<file path="config.mk">
export PLATFORM = sky130hd
export DESIGN_NAME = gsensor_spi_responder
export DESIGN_NICKNAME = d
export VERILOG_FILES = /design/src/rtl/gsensor_spi_responder.sv
export SDC_FILE = /design/constraint.sdc
export NUM_CORES = 1
export LEC_CHECK = 0
export CORE_AREA = 2 2 105 208
export CTS_CLUSTER_SIZE = 16
export DETAILED_ROUTE_END_ITERATION = 8
export DIE_AREA = 0 0 107 210
export GPL_TIMING_DRIVEN = 0
export PLACE_DENSITY = 0.67
export SLEW_MARGIN = 10
export SYNTH_ARGS = -nofsm -noshare
export SYNTH_HDL_FRONTEND = slang
export SYNTH_SLANG_ARGS = --single-unit
</file>
<file path="constraint.sdc">
create_clock -name clk -period 2 [get_ports clk]
set_input_delay 0.2 -clock clk [delete_from_list [all_inputs] [get_ports clk]]
set_output_delay 0.2 -clock clk [all_outputs]
set_load 0.005 [all_outputs]
</file>
<file path="src/rtl/gsensor_spi_responder.sv">
// gsensor_spi_responder
//   SPI slave (mode 3, MSB first) that stands in for an ADXL345-style
//   accelerometer. It serves register reads/writes and X/Y/Z samples, and
//   raises the DATA_READY interrupt on INT1/INT2.
//
// Ports
//   clk, reset_n        system clock (>= 8x SCLK), async active-low reset
//   spi_csn/sclk/sdi    SPI inputs from the master, synchronized internally
//   spi_sdo, spi_sdo_oe 4-wire read data and its output enable
//   spi_sdi_out/_oe     3-wire read data and enable (optional feature)
//   sample_x/y/z        two's complement samples, loaded on sample_valid
//   int_out             [0]=INT1, [1]=INT2, registered
//
// Optional feature macro: GSENSOR_SPI_RESPONDER_3WIRE_EN
//   When defined, DATA_FORMAT[6]=1 moves read data onto spi_sdi_out/spi_sdi_oe.
//   When undefined, spi_sdi_out/spi_sdi_oe are tied to 0.
module gsensor_spi_responder #(
  parameter logic [7:0] DEVID_VALUE = 8'hE5,
  parameter int         SYNC_STAGES = 2,
  parameter logic [7:0] BW_RATE_RST = 8'h0A
) (
  input  logic        clk,
  input  logic        reset_n,
  input  logic        spi_csn,
  input  logic        spi_sclk,
  input  logic        spi_sdi,
  output logic        spi_sdo,
  output logic        spi_sdo_oe,
  output logic        spi_sdi_out,
  output logic        spi_sdi_oe,
  input  logic [15:0] sample_x,
  input  logic [15:0] sample_y,
  input  logic [15:0] sample_z,
  input  logic        sample_valid,
  output logic [1:0]  int_out
);

  typedef enum logic [1:0] {IDLE, CMD, DATA} state_t;
  state_t state_q, state_d;

  // Synchronizers; CSN and SCLK reset to their idle-high levels so that
  // leaving reset never looks like an edge.
  logic [SYNC_STAGES-1:0] csn_sync, sclk_sync, sdi_sync;
  logic csn_q, sclk_q;
  always_ff @(posedge clk or negedge reset_n) begin
    if (!reset_n) begin
      csn_sync  <= '1;
      sclk_sync <= '1;
      sdi_sync  <= '0;
      csn_q     <= 1'b1;
      sclk_q    <= 1'b1;
    end else begin
      csn_sync  <= {csn_sync[SYNC_STAGES-2:0], spi_csn};
      sclk_sync <= {sclk_sync[SYNC_STAGES-2:0], spi_sclk};
      sdi_sync  <= {sdi_sync[SYNC_STAGES-2:0], spi_sdi};
      csn_q     <= csn_sync[SYNC_STAGES-1];
      sclk_q    <= sclk_sync[SYNC_STAGES-1];
    end
  end

  logic csn_s, sclk_s, sdi_s;
  assign csn_s  = csn_sync[SYNC_STAGES-1];
  assign sclk_s = sclk_sync[SYNC_STAGES-1];
  assign sdi_s  = sdi_sync[SYNC_STAGES-1];

  logic csn_fall, csn_rise, sclk_rise, sclk_fall;
  assign csn_fall  = csn_q & ~csn_s;
  assign csn_rise  = ~csn_q & csn_s;
  // SCLK activity only counts while the chip is selected.
  assign sclk_rise = ~sclk_q & sclk_s & ~csn_s;
  assign sclk_fall = sclk_q & ~sclk_s & ~csn_s;

  // Register file
  logic [7:0]       bw_rate, power_ctl, int_enable, int_map, data_format;
  logic             data_ready;
  logic [5:0][7:0]  live_q, shadow_q;   // index 0 = DATAX0

  // Transaction datapath
  logic [2:0] bit_cnt;    // SCLK rises within the current byte
  logic [2:0] tx_cnt;     // SCLK falls within the current read byte
  logic [6:0] rx_sr;
  logic [7:0] tx_sr, rd_data, rx_byte;
  logic       rw_q, mb_q, hit_q;
  logic [5:0] addr_q, tx_addr_q;
  logic       tx_in_data, wr_en, rd_oe, three_wire;

  assign rx_byte    = {rx_sr, sdi_s};
  assign tx_in_data = (tx_addr_q >= 6'h32) && (tx_addr_q <= 6'h37);
  assign wr_en      = (state_q == DATA) && !rw_q && sclk_rise && (bit_cnt == 3'd7);

  always_comb begin
    rd_data = 8'h00;
    case (addr_q)
      6'h00:   rd_data = DEVID_VALUE;
      6'h2C:   rd_data = bw_rate;
      6'h2D:   rd_data = power_ctl;
      6'h2E:   rd_data = int_enable;
      6'h2F:   rd_data = int_map;
      6'h30:   rd_data = {data_ready, 7'b0};
      6'h31:   rd_data = data_format;
      6'h32:   rd_data = shadow_q[0];
      6'h33:   rd_data = shadow_q[1];
      6'h34:   rd_data = shadow_q[2];
      6'h35:   rd_data = shadow_q[3];
      6'h36:   rd_data = shadow_q[4];
      6'h37:   rd_data = shadow_q[5];
      default: rd_data = 8'h00;
    endcase
  end

  // FSM
  always_ff @(posedge clk or negedge reset_n) begin
    if (!reset_n) state_q <= IDLE;
    else          state_q <= state_d;
  end

  always_comb begin
    state_d = state_q;
    rd_oe   = 1'b0;
    case (state_q)
      IDLE: if (csn_fall) state_d = CMD;
      CMD: begin
        if (csn_rise)                              state_d = IDLE;
        else if (sclk_rise && (bit_cnt == 3'd7))   state_d = DATA;
      end
      DATA: begin
        // Gating with csn_s drops the enable in the cycle the rise is seen.
        rd_oe = rw_q & ~csn_s;
        if (csn_rise) state_d = IDLE;
      end
      default: state_d = IDLE;
    endcase
  end

  always_ff @(posedge clk or negedge reset_n) begin
    if (!reset_n) begin
      bit_cnt   <= '0;
      tx_cnt    <= '0;
      rx_sr     <= '0;
      tx_sr     <= '0;
      rw_q      <= 1'b0;
      mb_q      <= 1'b0;
      hit_q     <= 1'b0;
      addr_q    <= '0;
      tx_addr_q <= '0;
      shadow_q  <= '0;
    end else begin
      case (state_q)
        IDLE: begin
          bit_cnt <= '0;
          tx_cnt  <= '0;
          tx_sr   <= '0;
          hit_q   <= 1'b0;
          // Reads in this transaction see one coherent snapshot.
          if (csn_fall) shadow_q <= live_q;
        end
        CMD: if (sclk_rise) begin
          rx_sr   <= rx_byte[6:0];
          bit_cnt <= bit_cnt + 3'd1;
          if (bit_cnt == 3'd7) begin
            rw_q   <= rx_byte[7];
            mb_q   <= rx_byte[6];
            addr_q <= rx_byte[5:0];
          end
        end
        DATA: begin
          if (sclk_rise) begin
            rx_sr   <= rx_byte[6:0];
            bit_cnt <= bit_cnt + 3'd1;
            if (bit_cnt == 3'd7) begin
              if (!rw_q && mb_q) addr_q <= addr_q + 6'd1;
              // A full data byte has been clocked out to the master.
              if (rw_q && tx_in_data) hit_q <= 1'b1;
            end
          end
          if (sclk_fall && rw_q) begin
            tx_cnt <= tx_cnt + 3'd1;
            if (tx_cnt == 3'd0) begin
              tx_sr     <= rd_data;
              tx_addr_q <= addr_q;
              if (mb_q) addr_q <= addr_q + 6'd1;
            end else begin
              tx_sr <= {tx_sr[6:0], 1'b0};
            end
          end
        end
        default: ;
      endcase
    end
  end

  // Registers, sample path and interrupts
  logic       dr_set, dr_clr;
  logic [7:0] int_src;
  assign dr_set  = sample_valid & power_ctl[3];
  assign dr_clr  = csn_rise & (state_q == DATA) & rw_q & hit_q;
  assign int_src = {data_ready, 7'b0};

  always_ff @(posedge clk or negedge reset_n) begin
    if (!reset_n) begin
      bw_rate     <= BW_RATE_RST;
      power_ctl   <= '0;
      int_enable  <= '0;
      int_map     <= '0;
      data_format <= '0;
      data_ready  <= 1'b0;
      live_q      <= '0;
      int_out     <= 2'b00;
    end else begin
      if (wr_en) begin
        case (addr_q)
          6'h2C:   bw_rate     <= rx_byte;
          6'h2D:   power_ctl   <= rx_byte;
          6'h2E:   int_enable  <= rx_byte;
          6'h2F:   int_map     <= rx_byte;
          6'h31:   data_format <= rx_byte;
          default: ;
        endcase
      end
      if (sample_valid) live_q <= {sample_z, sample_y, sample_x};
      // Set has priority over a coincident clear.
      if (dr_set)      data_ready <= 1'b1;
      else if (dr_clr) data_ready <= 1'b0;
      int_out <= {|(int_src & int_enable & int_map),
                  |(int_src & int_enable & ~int_map)};
    end
  end

`ifdef GSENSOR_SPI_RESPONDER_3WIRE_EN
  assign three_wire  = data_format[6];
  assign spi_sdi_oe  = rd_oe & three_wire;
  assign spi_sdi_out = spi_sdi_oe & tx_sr[7];
`else
  assign three_wire  = 1'b0;
  assign spi_sdi_oe  = 1'b0;
  assign spi_sdi_out = 1'b0;
`endif

  assign spi_sdo_oe = rd_oe & ~three_wire;
  assign spi_sdo    = spi_sdo_oe & tx_sr[7];

endmodule

</file>
==> results.toml <==
[sta]
period_share = 1.03
unrepaired_setup_endpoints_after_global_routing = "true"
max_slew_headroom = 0.392
final_max_slew_viol_count = 0
worstMarginPinSlew_ps = 913
report.final.setup_viol = 5
summed_negative_setup_slack_over_all_endpoints_ps = -170
final_hold_viol_count = 0
finalClockSkew_ps = 9.73
finalCriticalPeriod_ps = 2060
max_clock_freq_mhz = 485
setup_ws_ps = -63.5

[floorplan]
die_y_um = 210
fp-row-count = 75
floorplan.io_pins = 60
die_width_um = 107
die_area_sq_um = 22500
fp.coreArea_sq_um = 20900
initial_utilization = 0.393

[layout]
layout-drive-gt1-share = 0.432
flow.area_growth_from_synthesis_pct = 31.4
finish.net_count = 827
num_antenna_cells = 0

[routing]
wl_um = 22100
post-route-drc-count = 0
detail_route.first_pass.iterations = 4
route.vias.total = 5809
routed_wire_length_per_instance_um = 21.2
detail-route-antenna-nets = 0
vias_per_cell = 5.57
1st_iter_drt_viols = 403

[critical_path]
worstPathRequired_ps = 2320
worstSetupEndpointType = "flip-flop"
worst-r2r-setup-slack_ps = -60
r2r.worst_path.cells = 7
worst_r2r_startpoint = "addr_q[0]"
critPathMaxFanout = 5
crit-reg2reg-capture = "tx_sr[2]"
path_class = "reg -> reg"
setup.worst_path.start_class = "flip-flop"
cp.arrival_ps = 2380

[cts]
cts-root-buf = "sky130_fd_sc_hd__clkbuf_16"
cts-root-to-sink-buffers = 2
clock-sinks = 184
cts_tree = "done"
clk_latency_worst_skew_pair_ps = 440
cts_max_level = 4
cts.clk_slew.worst_paths_ps = 70
cts_inserted_buffers = 17

[grt]
antenna_found_initial = 0
first_pass_grt_wire_length_um = 34000
grt_util_all_layers = 0.205
via_count_of_the_first_global_routing_pass = 6015
grt_max_degree = 113
grt_remaining_overflow = 0

[synth]
post_synthesis_cell_type_count = 61
synth_edf_count = 0
synth_seq_area_share = 0.560
synthesized_area_per_cell_sq_um = 12.8
post_synth_inst_count = 645
synthesis.area_sq_um = 8230
ys.warnings.count = 0
postSynthRegisterBits = 184
synthArstFlopShare = 1.00
ys.flop_type = "sky130_fd_sc_hd__dfrtp_1"

[power_and_ir_drop]
final_power_w = 0.0122
powerDensity_nw_per_um2 = 1130
total_leakage_power_nw = 4.80
max-vdd-ir-drop_mv = 0.861

[min_path]
worst_hold_path.endpoint = "sclk_sync[0]"
holdPathStages = 1
hold_path_startpoint = "spi_sclk"
worstHoldPathType = "in -> reg"

[placement]
port_buffers = 56
gp_congestion = 0.937
dpl.hpwl_um = 15500

[outcome]
outcome = "finished, violations left"
failed_checks = "negative setup slack"

[flow_run]
maxCapViolCount = 0
==> synth_stat cells (11+ instances only) <==
master	instances	area [sq um]
sky130_fd_sc_hd__mux2_2	145	1630
sky130_fd_sc_hd__nand3_1	25	125
sky130_fd_sc_hd__ha_1	12	150
sky130_fd_sc_hd__clkbuf_1	19	71.3
sky130_fd_sc_hd__a21oi_1	13	65.1
sky130_fd_sc_hd__dfrtp_1	176	4400
sky130_fd_sc_hd__nor2_1	15	56.3
sky130_fd_sc_hd__nand2_1	40	150
sky130_fd_sc_hd__and3_1	31	194
sky130_fd_sc_hd__o21ai_0	12	60.1
sky130_fd_sc_hd__inv_1	11	41.3
==> power breakdown <==
part	switching [W]	internal, W	total (W)
clock network	0.00144	0.00199	0.00343
registers	0.000713	0.00447	0.00518
logic	0.00176	0.00185	0.00361
total	0.00391	0.00831	0.0122
==> cell usage in the layout (no fill, tap or decap), types with 5 or more instances in the layout <==
cell                              synthesis  final
sky130_fd_sc_hd__dfrtp_1                176    172
sky130_fd_sc_hd__mux2_2                 145    144
sky130_fd_sc_hd__clkdlybuf4s50_1          0     53
sky130_fd_sc_hd__nand2_1                 40     35
sky130_fd_sc_hd__buf_4                    2     35
sky130_fd_sc_hd__and3_1                  31     23
sky130_fd_sc_hd__nand3_1                 25     21
sky130_fd_sc_hd__clkbuf_16                0     17
sky130_fd_sc_hd__buf_6                    6     13
sky130_fd_sc_hd__a21oi_1                 13     13
sky130_fd_sc_hd__o21ai_0                 12     11
sky130_fd_sc_hd__nor2_1                  15     10
sky130_fd_sc_hd__inv_1                   11      8
sky130_fd_sc_hd__nand3b_1                 8      8
sky130_fd_sc_hd__nand4_1                  8      8
sky130_fd_sc_hd__and3_4                   0      8
sky130_fd_sc_hd__dfstp_2                  8      8
sky130_fd_sc_hd__o221ai_2                 0      7
sky130_fd_sc_hd__ha_4                     0      7
sky130_fd_sc_hd__nand2b_1                 6      6
sky130_fd_sc_hd__clkbuf_2                 0      6
sky130_fd_sc_hd__clkbuf_1                19      6
sky130_fd_sc_hd__buf_12                   0      6
sky130_fd_sc_hd__a22o_1                   7      6
sky130_fd_sc_hd__mux2i_1                  5      5
==> worst max path at each step <==
| stage | startpoint | endpoint | slack [ps] | cells after the start |
|---|---|---|---|---|
| 3_3_place_gp | reset_n | live_q[44] | -6860 | 1 |
| 5_1_grt | addr_q[5] | tx_sr[2] | -80 | 8 |
| 6_report | addr_q[0] | tx_sr[2] | -60 | 7 |
| 4_1_cts | addr_q[1] | tx_sr[5] | -70 | 10 |
| 3_5_place_dp | addr_q[0] | int_enable[4] | -730 | 5 |
| 2_1_floorplan | addr_q[0] | tx_sr[2] | 5 | 8 |
==> routing by layer <==
layer	vias up	GRT usage	wire, um
met3	72	0.0346	765
met5	-	0	0
met1	2976	0.214	7710
met2	171	0.367	12000
met4	0	0.141	1630
li1	2590	-	-
==> worst max-delay path, stage by stage, from the launching register on <==
cell and delay, ps:
sky130_fd_sc_hd__dfrtp_2 480, sky130_fd_sc_hd__ha_4 190, sky130_fd_sc_hd__and3_4 200, sky130_fd_sc_hd__buf_6 130, sky130_fd_sc_hd__and3_4 160, sky130_fd_sc_hd__a2111o_1 420
sky130_fd_sc_hd__nor3_4 230, sky130_fd_sc_hd__o221ai_2 120
==> registers in the layout, indices dropped and copies added (netlist names), 3 cells and up <==
register and count:
shadow_q 48, int_map 8, tx_sr 8, data_format 8
tx_addr_q 5, addr_q 6, live_q 48, rx_sr 7
power_ctl 8, bw_rate 8, bit_cnt 3, tx_cnt 3
int_enable 8
==> area by class of cell <==
| class | count | area [sq um] |
|---|---|---|
| buffer | 32 | 238 |
| sequential | 184 | 4620 |
| clock inverter | 12 | 150 |
| inverter | 11 | 43.8 |
| fill | 1815 | 10100 |
| clock buffer | 20 | 447 |
| multi-input combinational | 413 | 3960 |
| tap | 269 | 337 |
| timing repair buffer | 102 | 1020 |
==> timing repair <==
item / CTS / global route
resized for setup: 118 / 51
hold endpoints to repair: 69 / 0
pin swaps: 25 / 25
buffers inserted: 25 / 19
setup endpoints to repair: 107 / 63
hold buffers: 1 / 0
==> cells by family after synthesis <==
kind of cell | share of synthesized area
multiplexers | 0.204
adder cells (fa/ha/maj) | 0.0182
AND/OR/NAND/NOR | 0.110
AO/OA/AOI/OAI | 0.0758
flip-flops | 0.560
buffers and inverters | 0.0295
other | 0.000455
XOR/XNOR | 0.00106
==> per-stage QoR <==
step	cell area (sq um)	hold slack [ps]	utilization	setup WS [ps]	cells
after floorplan	8250	-95.6	-	5.38	646
after global placement	9140	350	0.437	-6860	971
after detailed placement	9180	217	0.438	-725	972
after CTS	10500	159	0.500	-67.2	1027
after global routing	10800	171	0.517	-82.3	1043
final	10800	172	0.517	-63.5	1043
(Power assumes the default switching activity.)
